`config.mk`:
```
export PLATFORM = sky130hd
export DESIGN_NAME = mem_port_arbiter
export DESIGN_NICKNAME = d
export VERILOG_FILES = /design/src/rtl/mem_port_arbiter_pkg.sv /design/src/rtl/mem_port_arbiter_lane.sv /design/src/rtl/mem_port_arbiter.sv
export SDC_FILE = /design/constraint.sdc
export NUM_CORES = 1
export LEC_CHECK = 0
export ABC_AREA = 1
export CAP_MARGIN = 15
export CORE_AREA = 3 3 105 107
export CTS_CLUSTER_SIZE = 40
export DETAILED_ROUTE_END_ITERATION = 16
export DIE_AREA = 0 0 108 110
export PLACE_DENSITY_LB_ADDON = 0.25
export RECOVER_POWER = 25
export SLEW_MARGIN = 20
export SYNTH_ARGS = -nofsm -noshare
export SYNTH_HDL_FRONTEND = slang
export SYNTH_SLANG_ARGS = --single-unit
```
`constraint.sdc`:
```
create_clock -name clk -period 5.1 [get_ports clk]
set_clock_uncertainty 0.15 [all_clocks]
set_input_delay 1.02 -clock clk [delete_from_list [all_inputs] [get_ports clk]]
set_output_delay 1.02 -clock clk [all_outputs]
set_load 0.01 [all_outputs]
```
`src/rtl/mem_port_arbiter_pkg.sv`:
```
// Shared types and constants for the unified memory port arbiter.
package mem_port_arbiter_pkg;

  typedef enum logic [1:0] {
    ST_IDLE,
    ST_I_WAIT,
    ST_D_WAIT
  } arb_state_e;

  typedef struct packed {
    logic [31:0] addr;
    logic [31:0] wdata;
    logic [3:0]  be;
    logic        we;
  } mem_req_t;

  localparam logic [2:0] F3_B  = 3'b000;
  localparam logic [2:0] F3_H  = 3'b001;
  localparam logic [2:0] F3_W  = 3'b010;
  localparam logic [2:0] F3_BU = 3'b100;
  localparam logic [2:0] F3_HU = 3'b101;

  localparam logic OWN_I = 1'b0;
  localparam logic OWN_D = 1'b1;

endpackage

```
`src/rtl/mem_port_arbiter_lane.sv`:
```
// Byte-lane logic: byte enables, store replication, load extension.
module mem_lane
  import mem_port_arbiter_pkg::*;
(
  input  logic [2:0]  funct3,
  input  logic [1:0]  addr_lo,
  input  logic [31:0] wdata,
  input  logic [31:0] rdata,
  output logic [3:0]  be,
  output logic [31:0] wdata_al,
  output logic [31:0] rdata_ext,
  output logic        misalign
);

  logic       is_b;
  logic       is_h;
  logic       sext;
  logic [1:0] off;
  logic [7:0] b_sel;
  logic [15:0] h_sel;

  assign is_b = (funct3[1:0] == F3_B[1:0]);
  assign is_h = (funct3[1:0] == F3_H[1:0]);
  assign sext = !funct3[2];

  always_comb begin
    be        = 4'b0000;
    wdata_al  = '0;
    rdata_ext = '0;
    misalign  = 1'b0;
    off       = 2'b00;
    b_sel     = '0;
    h_sel     = '0;
    unique case (1'b1)
      is_b: begin
        off       = addr_lo;
        be        = 4'b0001 << off;
        wdata_al  = {4{wdata[7:0]}};
        b_sel     = rdata[{off, 3'b000} +: 8];
        rdata_ext = {{24{sext & b_sel[7]}}, b_sel};
      end
      is_h: begin
        // odd halfword address falls back to the containing half
        off       = {addr_lo[1], 1'b0};
        misalign  = addr_lo[0];
        be        = 4'b0011 << off;
        wdata_al  = {2{wdata[15:0]}};
        h_sel     = addr_lo[1] ? rdata[31:16] : rdata[15:0];
        rdata_ext = {{16{sext & h_sel[15]}}, h_sel};
      end
      default: begin
        misalign  = (addr_lo != 2'b00);
        be        = 4'b1111;
        wdata_al  = wdata;
        rdata_ext = rdata;
      end
    endcase
  end

endmodule

```
`src/rtl/mem_port_arbiter.sv`:
```
// Fetch/load-store arbiter onto one memory port, one transaction in flight.
// Optional starvation guard: define ARB_STARVE_GUARD_EN.
module mem_port_arbiter
  import mem_port_arbiter_pkg::*;
#(
  parameter int unsigned STARVE_LIMIT = 4
) (
  input  logic        clk,
  input  logic        rst_n,
  input  logic        i_req,
  input  logic [31:0] i_addr,
  output logic        i_rvalid,
  output logic [31:0] i_rdata,
  input  logic        d_req,
  input  logic        d_we,
  input  logic [31:0] d_addr,
  input  logic [31:0] d_wdata,
  input  logic [2:0]  d_funct3,
  output logic        d_done,
  output logic [31:0] d_rdata,
  output logic        d_misalign,
  output logic        m_req,
  output logic        m_we,
  output logic [31:0] m_addr,
  output logic [31:0] m_wdata,
  output logic [3:0]  m_be,
  input  logic        m_ready,
  input  logic        m_rvalid,
  input  logic [31:0] m_rdata,
  output logic        stall_f,
  output logic        stall_m
);

  if (STARVE_LIMIT < 1 || STARVE_LIMIT > 15) begin : g_bad_limit
    $error("STARVE_LIMIT out of range 1..15");
  end

  arb_state_e state_q, state_d;

  logic        idle;
  logic        i_first;
  logic        sel_d;
  logic        own;
  logic [31:0] addr_sel;
  mem_req_t    req;
  logic        req_raw;
  logic        fire;
  logic        d_grant;
  logic        i_grant;
  logic        i_fin;
  logic        d_fin;
  logic        d_st_done;
  logic        mis_raw;
  logic [3:0]  lane_be;
  logic [31:0] lane_wdata;
  logic [31:0] lane_rdata;

`ifdef ARB_STARVE_GUARD_EN
  localparam logic [3:0] LIMIT = 4'(STARVE_LIMIT);
  logic [3:0] cnt_q, cnt_d;
  assign i_first = i_req && (cnt_q >= LIMIT);
`else
  assign i_first = 1'b0;
`endif

  mem_lane u_lane (
    .funct3    (d_funct3),
    .addr_lo   (d_addr[1:0]),
    .wdata     (d_wdata),
    .rdata     (m_rdata),
    .be        (lane_be),
    .wdata_al  (lane_wdata),
    .rdata_ext (lane_rdata),
    .misalign  (mis_raw)
  );

  always_comb begin
    idle  = (state_q == ST_IDLE);
    sel_d = d_req && !i_first;
    if (idle) own = sel_d ? OWN_D : OWN_I;
    else      own = (state_q == ST_D_WAIT) ? OWN_D : OWN_I;
    addr_sel  = (own == OWN_D) ? d_addr : i_addr;
    req.addr  = addr_sel & ~32'h3;
    req.wdata = (own == OWN_D) ? lane_wdata : '0;
    req.be    = (own == OWN_D) ? lane_be : 4'hF;
    req.we    = (own == OWN_D) && d_we;
    req_raw   = idle && (i_req || d_req);
    fire      = req_raw && m_ready;
    d_grant   = fire && (own == OWN_D);
    i_grant   = fire && (own == OWN_I);
    d_st_done = d_grant && d_we;
    i_fin     = (state_q == ST_I_WAIT) && m_rvalid;
    d_fin     = (state_q == ST_D_WAIT) && m_rvalid;

    state_d = state_q;
    unique case (1'b1)
      d_grant && !d_we: state_d = ST_D_WAIT;
      i_grant:          state_d = ST_I_WAIT;
      i_fin || d_fin:   state_d = ST_IDLE;
      default:          state_d = state_q;
    endcase

`ifdef ARB_STARVE_GUARD_EN
    cnt_d = cnt_q;
    if (!i_req || i_grant)
      cnt_d = 4'd0;
    else if (d_grant && cnt_q != 4'hF)
      cnt_d = cnt_q + 4'd1;
`endif
  end

  always_ff @(posedge clk or negedge rst_n) begin
    if (!rst_n) begin
      state_q <= ST_IDLE;
`ifdef ARB_STARVE_GUARD_EN
      cnt_q   <= 4'd0;
`endif
    end else begin
      state_q <= state_d;
`ifdef ARB_STARVE_GUARD_EN
      cnt_q   <= cnt_d;
`endif
    end
  end

  // everything is forced quiet while reset is held
  assign m_req      = rst_n && req_raw;
  assign m_we       = rst_n && req.we;
  assign m_addr     = rst_n ? req.addr : '0;
  assign m_wdata    = rst_n ? req.wdata : '0;
  assign m_be       = rst_n ? req.be : '0;
  assign i_rvalid   = rst_n && i_fin;
  assign i_rdata    = rst_n ? m_rdata : '0;
  assign d_done     = rst_n && (d_st_done || d_fin);
  assign d_rdata    = rst_n ? lane_rdata : '0;
  assign d_misalign = rst_n && d_grant && mis_raw;
  assign stall_f    = rst_n && i_req && !i_fin;
  assign stall_m    = rst_n && d_req && !(d_st_done || d_fin);

endmodule

```
# [After elaboration in Yosys (flattened, before gate mapping)]
# Cells that the tools add are included.
[word_totals] elab_cells=57 out_inout_bits=139 reg_bits=2 input_bits=138
[classes] n_reduce_logical=30 n_shift=3 eq_ne=3 bitwise_logic=3 n_mux=17
[ops] cell="two-way mux 32 bit" n=6
[ops] cell="case mux 32 bit (2 select lines)" n=2
[ops] cell="indexed part select 32 x 6 -> 8 bit" n=1
[ops] cell="logical AND 1 bit" n=19
[ops] cell="two-way mux 16 bit" n=1
[ops] cell="two-way mux 4 bit" n=2
[ops] cell="case mux 4 bit (2 select lines)" n=1
[ops] cell="case mux 2 bit (3 select lines)" n=1
[ops] cell="equality test 2 x 1 -> 1 bit, second input constant" n=2
[ops] cell="logical NOT 1 bit" n=4
[ops] cell="logical NOT 2 bit" n=2
[ops] cell="<< shifter 1 x 2 -> 4 bit, first input constant" n=1
[ops] cell="<< shifter 2 x 2 -> 4 bit, first input constant" n=1
[ops] cell="logical OR 1 bit" n=3
[ops] cell="two-way mux 1 bit" n=3
[ops] cell="nonzero test 3 bit" n=1
[ops] cell="AND 1 bit" n=2
[ops] cell="equality test 2 bit, second input constant" n=1
[ops] cell="case mux 1 bit (2 select lines)" n=1
[ops] cell="nonzero test 2 bit" n=1
[ops] cell="NOT 1 bit" n=1

# [Depth between registers and ports, before layout]
# Gate-level depths: netlist of run 1.
[depth] word_depth=8 mapped_depth=10 ltp_nobuf=9

# [By module]
# A second synthesis of run 1 with hierarchy kept.
[unflattened] cells_unflattened=584 area_unflattened_um2=2688.8
[modules_own_cells] module="mem_port_arbiter" cells_per_inst=352 area_each_um2=1531.5 seq_area_each_um2=50.0 n_inst=1
[modules_own_cells] module="mem_lane" cells_per_inst=232 area_each_um2=1157.4 seq_area_each_um2=0.0 n_inst=1

# [Worst setup path after synthesis of run 1]
# Ideal clock, no wire load.
[synth_timing] path_type="input to output" startpoint="in d_funct3[1]" endpoint="out d_rdata[0]" t_required_ns=3.930 arrival_time_ns=1.974 stages=7 n_path_buf=1 path_slack_ns=1.956 path_cell_list="buf_4 > inv_2 > nand2_4 > nor2_8 > nor2_4 > a21oi_4 > o21ai_0"
[synth_between] elab_chain_len=3 word_cells_on_any_way=4 classes_between="eq/ne (1); mux (2); reduce/logical (1)"
[synth_rtl] item="from (decl)" line="mem_port_arbiter.sv:18" rtl="input logic [2:0] d_funct3,"
[synth_rtl] item="equality test 2 x 1 -> 1 bit / logical NOT 2 bit (equally long branches)" line="mem_port_arbiter_lane.sv:23, mem_port_arbiter_lane.sv:22"
[synth_rtl] item="case mux 32 bit (2 select lines) *" line="mem_port_arbiter_lane.sv:34" rtl="unique case (1'b1)"
[synth_rtl] item="two-way mux 32 bit *" line="mem_port_arbiter.sv:135" rtl="assign d_rdata = rst_n ? lane_rdata : '0;"
[synth_rtl] item="to (decl)" line="mem_port_arbiter.sv:20" rtl="output logic [31:0] d_rdata,"
# Every way passes the cells marked *; elsewhere a longest branch is shown, timed or not.

# [Final worst setup path of run 1]
[layout_timing] startpoint="in d_req" endpoint="out m_wdata[7]"
[layout_between] elab_chain_len=4
[layout_rtl] item="from (decl)" line="mem_port_arbiter.sv:14" rtl="input logic d_req,"
[layout_rtl] item="two-way mux 1 bit (2 in series)" line="mem_port_arbiter.sv:80" rtl="if (idle) own = sel_d ? OWN_D : OWN_I;"
[layout_rtl] item="two-way mux 32 bit" line="mem_port_arbiter.sv:84" rtl="req.wdata = (own == OWN_D) ? lane_wdata : '0;"
[layout_rtl] item="two-way mux 32 bit" line="mem_port_arbiter.sv:130" rtl="assign m_wdata = rst_n ? req.wdata : '0;"
[layout_rtl] item="to (decl)" line="mem_port_arbiter.sv:25" rtl="output logic [31:0] m_wdata,"
# No other way between the ends.

==> results of run 1 <==
-- cell usage in the layout (no fill, tap or decap), drive strengths merged --
cell,instances
nand3b,1
o21ai,62
nor4,2
buf,9
o22ai,7
and2,1
nand2,154
dfrtp,2
nor2,106
a211oi,7
a21oi,5
inv,75
o21a,1
nor3,14
dlygate4sd3,31
clkdlybuf4s50,240
o31ai,2
clkbuf,4
conb,2
nand3,13
a31oi,1
-- power by group through the flow --
stage / combinational (mW) / sequential (mW) / clock (mW)
final: 0.754 / 0.0307 / 0.0634
after global routing: 0.823 / 0.0316 / 0.0654
after CTS: 0.770 / 0.0301 / 0.0645
after detailed placement: 0.765 / 0.0300 / 0
after global placement: 0.756 / 0.0294 / 0
after floorplan: 0.343 / 0.0243 / 0
-- synthesized netlist by cell type (2+ instances only) --
master | n | area [µm²]
sky130_fd_sc_hd__a211oi_1 | 7 | 52.6
sky130_fd_sc_hd__a21oi_1 | 4 | 20.0
sky130_fd_sc_hd__buf_1 | 4 | 15.0
sky130_fd_sc_hd__buf_2 | 9 | 45.0
sky130_fd_sc_hd__buf_4 | 4 | 30.0
sky130_fd_sc_hd__buf_6 | 3 | 33.8
sky130_fd_sc_hd__clkbuf_1 | 11 | 41.3
sky130_fd_sc_hd__dfrtp_1 | 2 | 50.1
sky130_fd_sc_hd__inv_1 | 72 | 270
sky130_fd_sc_hd__inv_2 | 3 | 11.3
sky130_fd_sc_hd__nand2_1 | 151 | 567
sky130_fd_sc_hd__nand2_2 | 2 | 12.5
sky130_fd_sc_hd__nand3_1 | 10 | 50.1
sky130_fd_sc_hd__nand3_4 | 2 | 35.0
sky130_fd_sc_hd__nor2_1 | 103 | 387
sky130_fd_sc_hd__nor2_8 | 2 | 40.0
sky130_fd_sc_hd__nor3_1 | 14 | 70.1
sky130_fd_sc_hd__nor4_1 | 2 | 12.5
sky130_fd_sc_hd__o21ai_0 | 59 | 295
sky130_fd_sc_hd__o21ai_1 | 2 | 10.0
sky130_fd_sc_hd__o22ai_1 | 7 | 43.8
sky130_fd_sc_hd__o31ai_1 | 2 | 15.0
-- final timing paths --
kind                                  from  slack, ns         end  cells past startpoint
worst max-delay path                 d_req       0.68  m_wdata[7]                      7
worst min-delay path            state_q[0]       0.39  state_q[0]                      2
worst min register to register  state_q[0]       0.39  state_q[0]                      2
max in group asynchronous            rst_n       3.49  state_q[0]                      2
worst max register to register  state_q[1]       3.44  state_q[1]                      5
min in group asynchronous            rst_n       0.86  state_q[1]                      2
-- cell families (layout without fill, tap and decap cells) --
kind of cell,count (synthesis),count (layout),synth area share
buffers and inverters,107,359,0.205
other,1,2,0.00170
AO/OA/AOI/OAI,85,85,0.216
flip-flops,2,2,0.0227
AND/OR/NAND/NOR,291,291,0.554
-- routing by layer --
layer	track usage	share of wire	up-vias
met5	0	0	-
met1	0.204	0.38	1716
met2	0.364	0.50	203
met4	0.0460	0.019	0
li1	-	-	2003
met3	0.0431	0.10	16
-- metrics by stage --
step	area (µm²)	worst slack, ns
global route	5030	0.412
floorplan	2200	1.96
finish	5030	0.681
CTS	5030	0.650
detailed placement	4990	0.655
global placement	4990	0.655
-- worst max-delay path, stage by stage --
cell and delay [ns]:
sky130_fd_sc_hd__clkdlybuf4s50_1 0.47, sky130_fd_sc_hd__o21ai_2 0.33, sky130_fd_sc_hd__nor2_1 0.09, sky130_fd_sc_hd__inv_1 0.57, sky130_fd_sc_hd__buf_4 0.24, sky130_fd_sc_hd__nor2_1 0.04
sky130_fd_sc_hd__clkdlybuf4s50_1 0.47
-- layout make-up --
type / instances / area (µm²) / share of cell area
timing repair buffer: 281 / 2780 / 0.553
multi-input combinational: 378 / 1700 / 0.339
inverter: 75 / 282 / 0.0560
tap: 136 / 170 / 0.0338
sequential: 2 / 50.0 / 0.00995
clock buffer: 3 / 41.3 / 0.00821
==> flow_summary.toml, run 1 <==
[routing]
detail_route.wl_per_cell_um = 14.2
detailroute.via_count = 3938
detail-route-antenna-nets = 0
drt-initial-drc-count = 217
drcViolationCount = 0
number_of_iterations_in_the_first_detailed_routing_pass = 4
via_per_inst = 4.50
drt_wl_total_um = 12400

[finish]
max_flop_register = "state_q"
fin_nets = 879
antenna-diode-count = 0
fillCellCount = 1072
largest_register_ff_count = 2
largestRegisters = "state_q (2)"
final_core_utilization = 0.492
drive_gt1_frac = 0.0352
area.growth.synth_to_final_pct = 129
instances_no_fill = 875

[clocking]
cts_hold_buf = 0
maximum_clock_insertion_buffer_count = 2
clock_latency_ns = 0.21
cts_made_buffers = 3
buffer_type_at_the_clock_tree_root = "sky130_fd_sc_hd__clkbuf_8"
clock_sinks = 2
cts_resized = 0
post-cts-setup-buffer-count = 0
cts_tree = "yes"
htree_num_levels = 1
cts.clk_slew.worst_paths_ns = 0.03

[pwr]
sequential_cell_fraction_of_total_power = 0.036
share_clk_of_total_power = 0.075
vdd_ir_drop_max_v = 0.000118
post-layout-total-power_uw = 848
pwr_cell_area_nw_per_um2 = 169
total_switching_power_uw = 390
internal_power_uw = 457
combPwrFrac = 0.889
leakagePower_nw = 2.51
switching_share = 0.460

[critical_path]
timing.setup.critical_path_class = "input pin to output port"
setup.worst_path.end_class = "output port"
required_ns = 3.93
cp_data_arrival_time_ns = 3.25
cp_max_fo = 28
sort_of_element_at_the_start_of_the_critical_path = "input pin"

[sta]
final.min_clock_period_ns = 4.42
worst_slew_margin_rel = 0.492
max_clock_freq_ghz = 0.226
timing.hold.ws_ns = 0.387
worst_pin_slew_ns = 0.762
finalSetupTns_ns = 0
report.final.hold_viol_count = 0
total_setup_violations_reported_at_the_end_of_the_flow = 0
slew_viol_final = 0
post_route_fraction_of_the_period_consumed_by_the_critical_path = 0.866
rsz0062_at_grt = "no"

[floorplanning]
die_height_um = 110
die_area_um2 = 11900
floorplan.rows = 37
die_width_um = 108
initial_core_util = 0.215
area_of_the_core_um2 = 10200
num_io_pins = 277

[yosys]
asyncSetResetFlopFracSynth = 1.00
syn-instance-count = 486
yosysSeqAreaShare = 0.0227
ys_seq_elements = 2
ys.flop_type = "sky130_fd_sc_hd__dfrtp_1"
synthesis.area_per_instance_um2 = 4.53
netlist_area_before_placement_um2 = 2200
count_of_different_cell_masters_after_synthesis = 33
ys_warn_count = 0
synth_edf_count = 0

[global_route]
via_count_of_the_first_global_routing_pass = 3650
grt_antenna_before_repair = 0
grt_pass1_wl_um = 18100
grt.total_usage = 0.187
grt.overflow.total = 0
grt_max_degree = 77

[hold_path]
worstHoldPathType = "register to register"

[placed_design]
dpl.hpwl_um = 10100
placedCellCount = 872
place.port_buffers = 272
place_congestion = 0.849

[flow_run]
cap_violations = 0

[run_status]
result_of_the_run = "finished, final reports clean"
(Power assumes the default switching activity.)
==> run 2, diff against run 1 <==
Settings changed: CORE_AREA 3 3 105 107 to 3 3 106 108, DIE_AREA 0 0 108 110 to 0 0 109 111.
Clock period 5.1 ns to 4.1 ns, I/O delays scaled along.
==> flow_summary.toml, run 2 (synthesis results as in run 1) <==
[clocking]
cts_made_buffers = 3
cts.clk_slew.worst_paths_ns = 0.03
maximum_clock_insertion_buffer_count = 2
clock_latency_ns = 0.22
buffer_type_at_the_clock_tree_root = "sky130_fd_sc_hd__clkbuf_8"
cts_resized = 0
cts_tree = "yes"
post-cts-setup-buffer-count = 0
htree_num_levels = 1
cts_hold_buf = 0
clock_sinks = 2

[global_route]
grt.overflow.total = 0
grt_max_degree = 66
grt_pass1_wl_um = 19100
grt.total_usage = 0.193
grt_antenna_before_repair = 0
via_count_of_the_first_global_routing_pass = 3766

[sta]
setup_ws_ns = 0.195
rsz0062_at_grt = "no"
final.min_clock_period_ns = 3.90
post_route_fraction_of_the_period_consumed_by_the_critical_path = 0.952
slew_viol_final = 0
finalSetupTns_ns = 0
worst_slew_margin_rel = 0.542
total_setup_violations_reported_at_the_end_of_the_flow = 0
report.final.hold_viol_count = 0
worst_pin_slew_ns = 0.687
max_clock_freq_ghz = 0.256

[critical_path]
required_ns = 3.13
timing.setup.critical_path_class = "input pin to output port"
setup.worst_path.end_class = "output port"
cp_common_cell = "sky130_fd_sc_hd__clkdlybuf4s50_1"
cp_max_fo = 10
rr_startpoint = "state_q[1]"
critical_path_buf_inv_count = 3
crit_path_top_delay_cell = "sky130_fd_sc_hd__clkdlybuf4s50_1"
crit_start = "d_funct3[1]"
timing.critical_path.cells = "clkdlybuf4s50_1, inv_2, nand2_4, nor2_8, nor2_4, nand2_1, a31oi_1, clkdlybuf4s50_1"
crit_path_max_incr_delay_ns = 0.65
sort_of_element_at_the_start_of_the_critical_path = "input pin"
cp_data_arrival_time_ns = 2.93
crit_family = "buffers and inverters"

[finish]
fillCellCount = 1085
drive_gt1_frac = 0.0417
area.growth.synth_to_final_pct = 131
layout.cells.most_common_list = "sky130_fd_sc_hd__clkdlybuf4s50_1, sky130_fd_sc_hd__nand2_1, sky130_fd_sc_hd__nor2_1"
largestRegisters = "state_q (2)"
antenna-diode-count = 0
fin_nets = 884
max_flop_register = "state_q"
mostFrequentLayoutCell = "sky130_fd_sc_hd__clkdlybuf4s50_1"
largest_register_ff_count = 2
layout.cell_area.non_filler_um2 = 5080

[routing]
drt-initial-drc-count = 298
drcViolationCount = 0
detail_route.wl_per_cell_um = 14.3
detailroute.via_count = 3934
drt_wl_total_um = 12600
detail-route-antenna-nets = 0
number_of_iterations_in_the_first_detailed_routing_pass = 4
via_per_inst = 4.47

[flow_run]
cap_violations = 0

[hold_path]
worstHoldPathType = "register to register"
hold_crit_start = "state_q[0]"

[pwr]
share_clk_of_total_power = 0.074
total_switching_power_uw = 492
combPwrFrac = 0.891
vdd_ir_drop_max_v = 0.000102
leakagePower_nw = 2.54
pwr_cell_area_nw_per_um2 = 212
switching_share = 0.457
post-layout-total-power_mw = 1.08
sequential_cell_fraction_of_total_power = 0.035
internal_power_uw = 584

[placed_design]
dp_slack_ns = 0.173
dpl.hpwl_um = 10400
post_dp_cell_area_um2 = 5040
place_congestion = 0.865
place.port_buffers = 272

[floorplanning]
initial_core_util = 0.213
die_height_um = 111
die_area_um2 = 12100
area_of_the_core_um2 = 10300
die_width_um = 109
floorplan.rows = 37
num_io_pins = 277

[run_status]
result_of_the_run = "finished, final reports clean"
run 2: final cells by class:
class | instances | area, µm² | area share
timing repair buffer | 286 | 2830 | 0.558
multi-input combinational | 378 | 1700 | 0.335
inverter | 75 | 282 | 0.0554
tap | 136 | 170 | 0.0335
sequential | 2 | 50.0 | 0.00985
clock buffer | 3 | 41.3 | 0.00813
run 2: per-layer routing:
metal	global-route usage	vias up	wire (µm)	part of all wire
met5	0	-	0	0
met4	0.0286	0	116	0.0092
met3	0.0495	10	1290	0.10
met2	0.366	197	6350	0.51
met1	0.216	1711	4810	0.38
li1	-	2016	-	-
run 2: final timing paths:
path,endpoint,slack [ns],depth (start not counted)
setup / recovery,d_rdata[7],0.20,8
hold / removal,state_q[0],0.38,2
setup reg to reg,state_q[1],2.53,5
hold reg to reg,state_q[0],0.38,2
max in group asynchronous,state_q[0],2.89,1
min in group asynchronous,state_q[1],0.47,1
run 2: worst register-to-register path: stages (launching register included):
cell and delay [ns]:
sky130_fd_sc_hd__dfrtp_1 0.45, sky130_fd_sc_hd__o21ai_2 0.24, sky130_fd_sc_hd__buf_4 0.32, sky130_fd_sc_hd__nand2_1 0.14
sky130_fd_sc_hd__nand3b_1 0.12, sky130_fd_sc_hd__nor2_1 0.05
run 2: power groups by stage:
stage                     clock network (mW)  logic (mW)  registers [mW]
final                                 0.0799       0.958          0.0377
after global routing                  0.0833        1.04          0.0395
after CTS                             0.0801       0.972          0.0371
after detailed placement                   0       0.967          0.0372
after global placement                     0       0.954          0.0361
after floorplan                            0       0.426          0.0302
run 2: per-stage QoR:
stage          utilization  hold slack (ns)  std cells
2_1_floorplan            -            0.344        487
3_3_place_gp         0.488            0.367        877
3_5_place_dp         0.488            0.379        877
4_1_cts              0.492            0.344        880
5_1_grt              0.492            0.461        880
6_report             0.492            0.384        880
==> run 3, diff against run 2 <==
==> constraint.sdc (replaced) <==
create_clock -name clk -period 4.1 [get_ports clk]
set_clock_uncertainty 0.15 [all_clocks]
set_input_delay 1.025 -clock clk [delete_from_list [all_inputs] [get_ports clk]]
set_output_delay 1.025 -clock clk [all_outputs]
set_load 0.01 [all_outputs]
==> flow_summary.toml, run 3 (synthesis results as in run 1) <==
[sta]
post_route_fraction_of_the_period_consumed_by_the_critical_path = 0.999
worst_slew_margin_rel = 0.507
report.final.hold_viol_count = 0
total_setup_violations_reported_at_the_end_of_the_flow = 0
rsz0062_at_grt = "yes"
slew_viol_final = 0
final.min_clock_period_ns = 4.10
max_clock_freq_ghz = 0.244
worst_pin_slew_ns = 0.740

[clocking]
clock_sinks = 2
buffer_type_at_the_clock_tree_root = "sky130_fd_sc_hd__clkbuf_8"
clock_latency_ns = 0.21
cts_hold_buf = 0
cts_tree = "yes"
htree_num_levels = 1
cts.clk_slew.worst_paths_ns = 0.03
cts_made_buffers = 3
maximum_clock_insertion_buffer_count = 2

[floorplanning]
die_height_um = 111
num_io_pins = 277
die_width_um = 109
initial_core_util = 0.213
floorplan.rows = 37
die_area_um2 = 12100
area_of_the_core_um2 = 10300

[critical_path]
timing.setup.critical_path_class = "input pin to output port"
critical_path_buf_inv_count = 5
sort_of_element_at_the_start_of_the_critical_path = "input pin"
crit_path_max_incr_delay_ns = 0.46
setup.worst_path.end_class = "output port"
cp_data_arrival_time_ns = 2.92
required_ns = 2.92
crit_path_top_delay_cell = "sky130_fd_sc_hd__clkdlybuf4s50_1"
crit_family = "buffers and inverters"
cp_max_fo = 6
timing.critical_path.cells = "clkdlybuf4s50_1, buf_4, nor2_8, clkinvlp_4, o22ai_2, nor3_4, buf_4, clkdlybuf4s50_1"

[routing]
drt_wl_total_um = 13300
via_per_inst = 4.52
drt-initial-drc-count = 227
post_route_met1_wirelength_um = 4970
detail_route.wl_per_cell_um = 14.4
detailroute.via_count = 4156
detail-route-antenna-nets = 0
number_of_iterations_in_the_first_detailed_routing_pass = 6
drcViolationCount = 0
topRoutingLayerUsed = "met4"
met3_length_um = 1280
detailroute.wirelength.met2_um = 6800

[finish]
layout.cell_area.non_filler_um2 = 5530
final_core_utilization = 0.535
area.growth.synth_to_final_pct = 151
instances_no_fill = 920
largestRegisters = "state_q (2)"
fin_nets = 924
max_flop_register = "state_q"
antenna-diode-count = 0
largest_register_ff_count = 2
layout.cells.most_common_list = "sky130_fd_sc_hd__clkdlybuf4s50_1, sky130_fd_sc_hd__nand2_1, sky130_fd_sc_hd__nor2_1"
drive_gt1_frac = 0.103
mostFrequentLayoutCell = "sky130_fd_sc_hd__clkdlybuf4s50_1"

[global_route]
grt_antenna_before_repair = 0
grt.total_usage = 0.201
grt.overflow.total = 0
grt_max_degree = 75
grt_pass1_wl_um = 20000
via_count_of_the_first_global_routing_pass = 4011

[hold_path]
worstHoldPathType = "register to register"

[pwr]
pwr_cell_area_nw_per_um2 = 204
leakagePower_nw = 3.24
vdd_ir_drop_max_v = 0.000106

[placed_design]
dpl.hpwl_um = 10500
placedCellCount = 903
place.port_buffers = 272
place_congestion = 0.870
post_dp_cell_area_um2 = 5260

[flow_run]
cap_violations = 0

[run_status]
result_of_the_run = "finished, final reports clean"
run 3: changes by cell type in the layout (fill, tap and decap cells not counted), sizes merged:
cell           previous run  this run
clkdlybuf4s50           241       199
buf                      14        49
dlymetal6s2s              0        31
dlygate4sd2               0        18
dlygate4sd3              30        23
clkbuf                    4         7
nand3                    13        15
clkinvlp                  0         1
inv                      75        74
run 3: timing repair:
action                     4_1_cts  5_1_grt
cloned                           2        0
setup endpoints to repair       32       74
pin swaps                        3        7
gates resized for setup         23       44
setup buffers                    4        8
run 3: final timing paths:
kind / start / to / slack [ns] / depth (start not counted)
hold / removal: state_q[0] / state_q[0] / 0.41 / 2
setup / recovery: d_funct3[1] / m_wdata[8] / 0.003 / 8
hold reg to reg: state_q[0] / state_q[0] / 0.41 / 2
min in group asynchronous: rst_n / state_q[1] / 0.47 / 1
setup reg to reg: state_q[1] / state_q[1] / 2.31 / 5
max in group asynchronous: rst_n / state_q[0] / 3.16 / 1
run 3: routing by layer:
layer,global-route usage,vias to the layer above
met3,0.0495,19
met2,0.380,197
met1,0.223,1842
li1,-,2098
met4,0.0379,0
met5,0,-
run 3: stage by stage:
step	hold slack, ns	TNS (ns)	total power, mW	setup WS, ns
detailed placement	0.382	-1.72	1.04	-0.153
global placement	0.364	-1.49	1.03	-0.132
CTS	0.388	-0.0768	1.12	-0.0269
finish	0.410	0	1.13	0.00296
global route	0.441	-0.868	1.22	-0.0924
floorplan	0.344	0	0.457	0.946
run 3: layout make-up:
class	instances	area, µm²
Tap cell	136	170
Inverter	75	285
Clock buffer	3	41.3
Sequential cell	2	50.0
Fill cell	1037	4800
Multi-Input combinational cell	380	1780
Timing Repair Buffer	324	3200
run 3: worst min-delay path, stage by stage (launching register included):
cell                      delay (ns)
sky130_fd_sc_hd__dfrtp_1        0.37
sky130_fd_sc_hd__o21ai_0        0.09
sky130_fd_sc_hd__nand2_1        0.06
run 3: report_power, final:
group          leakage, nW  switching (mW)  internal (mW)  total, mW
Clock               0.0216          0.0168         0.0622     0.0790
Sequential          0.0259          0.0123         0.0274     0.0398
Combinational         3.19           0.485          0.523       1.01
Total                 3.24           0.514          0.613       1.13
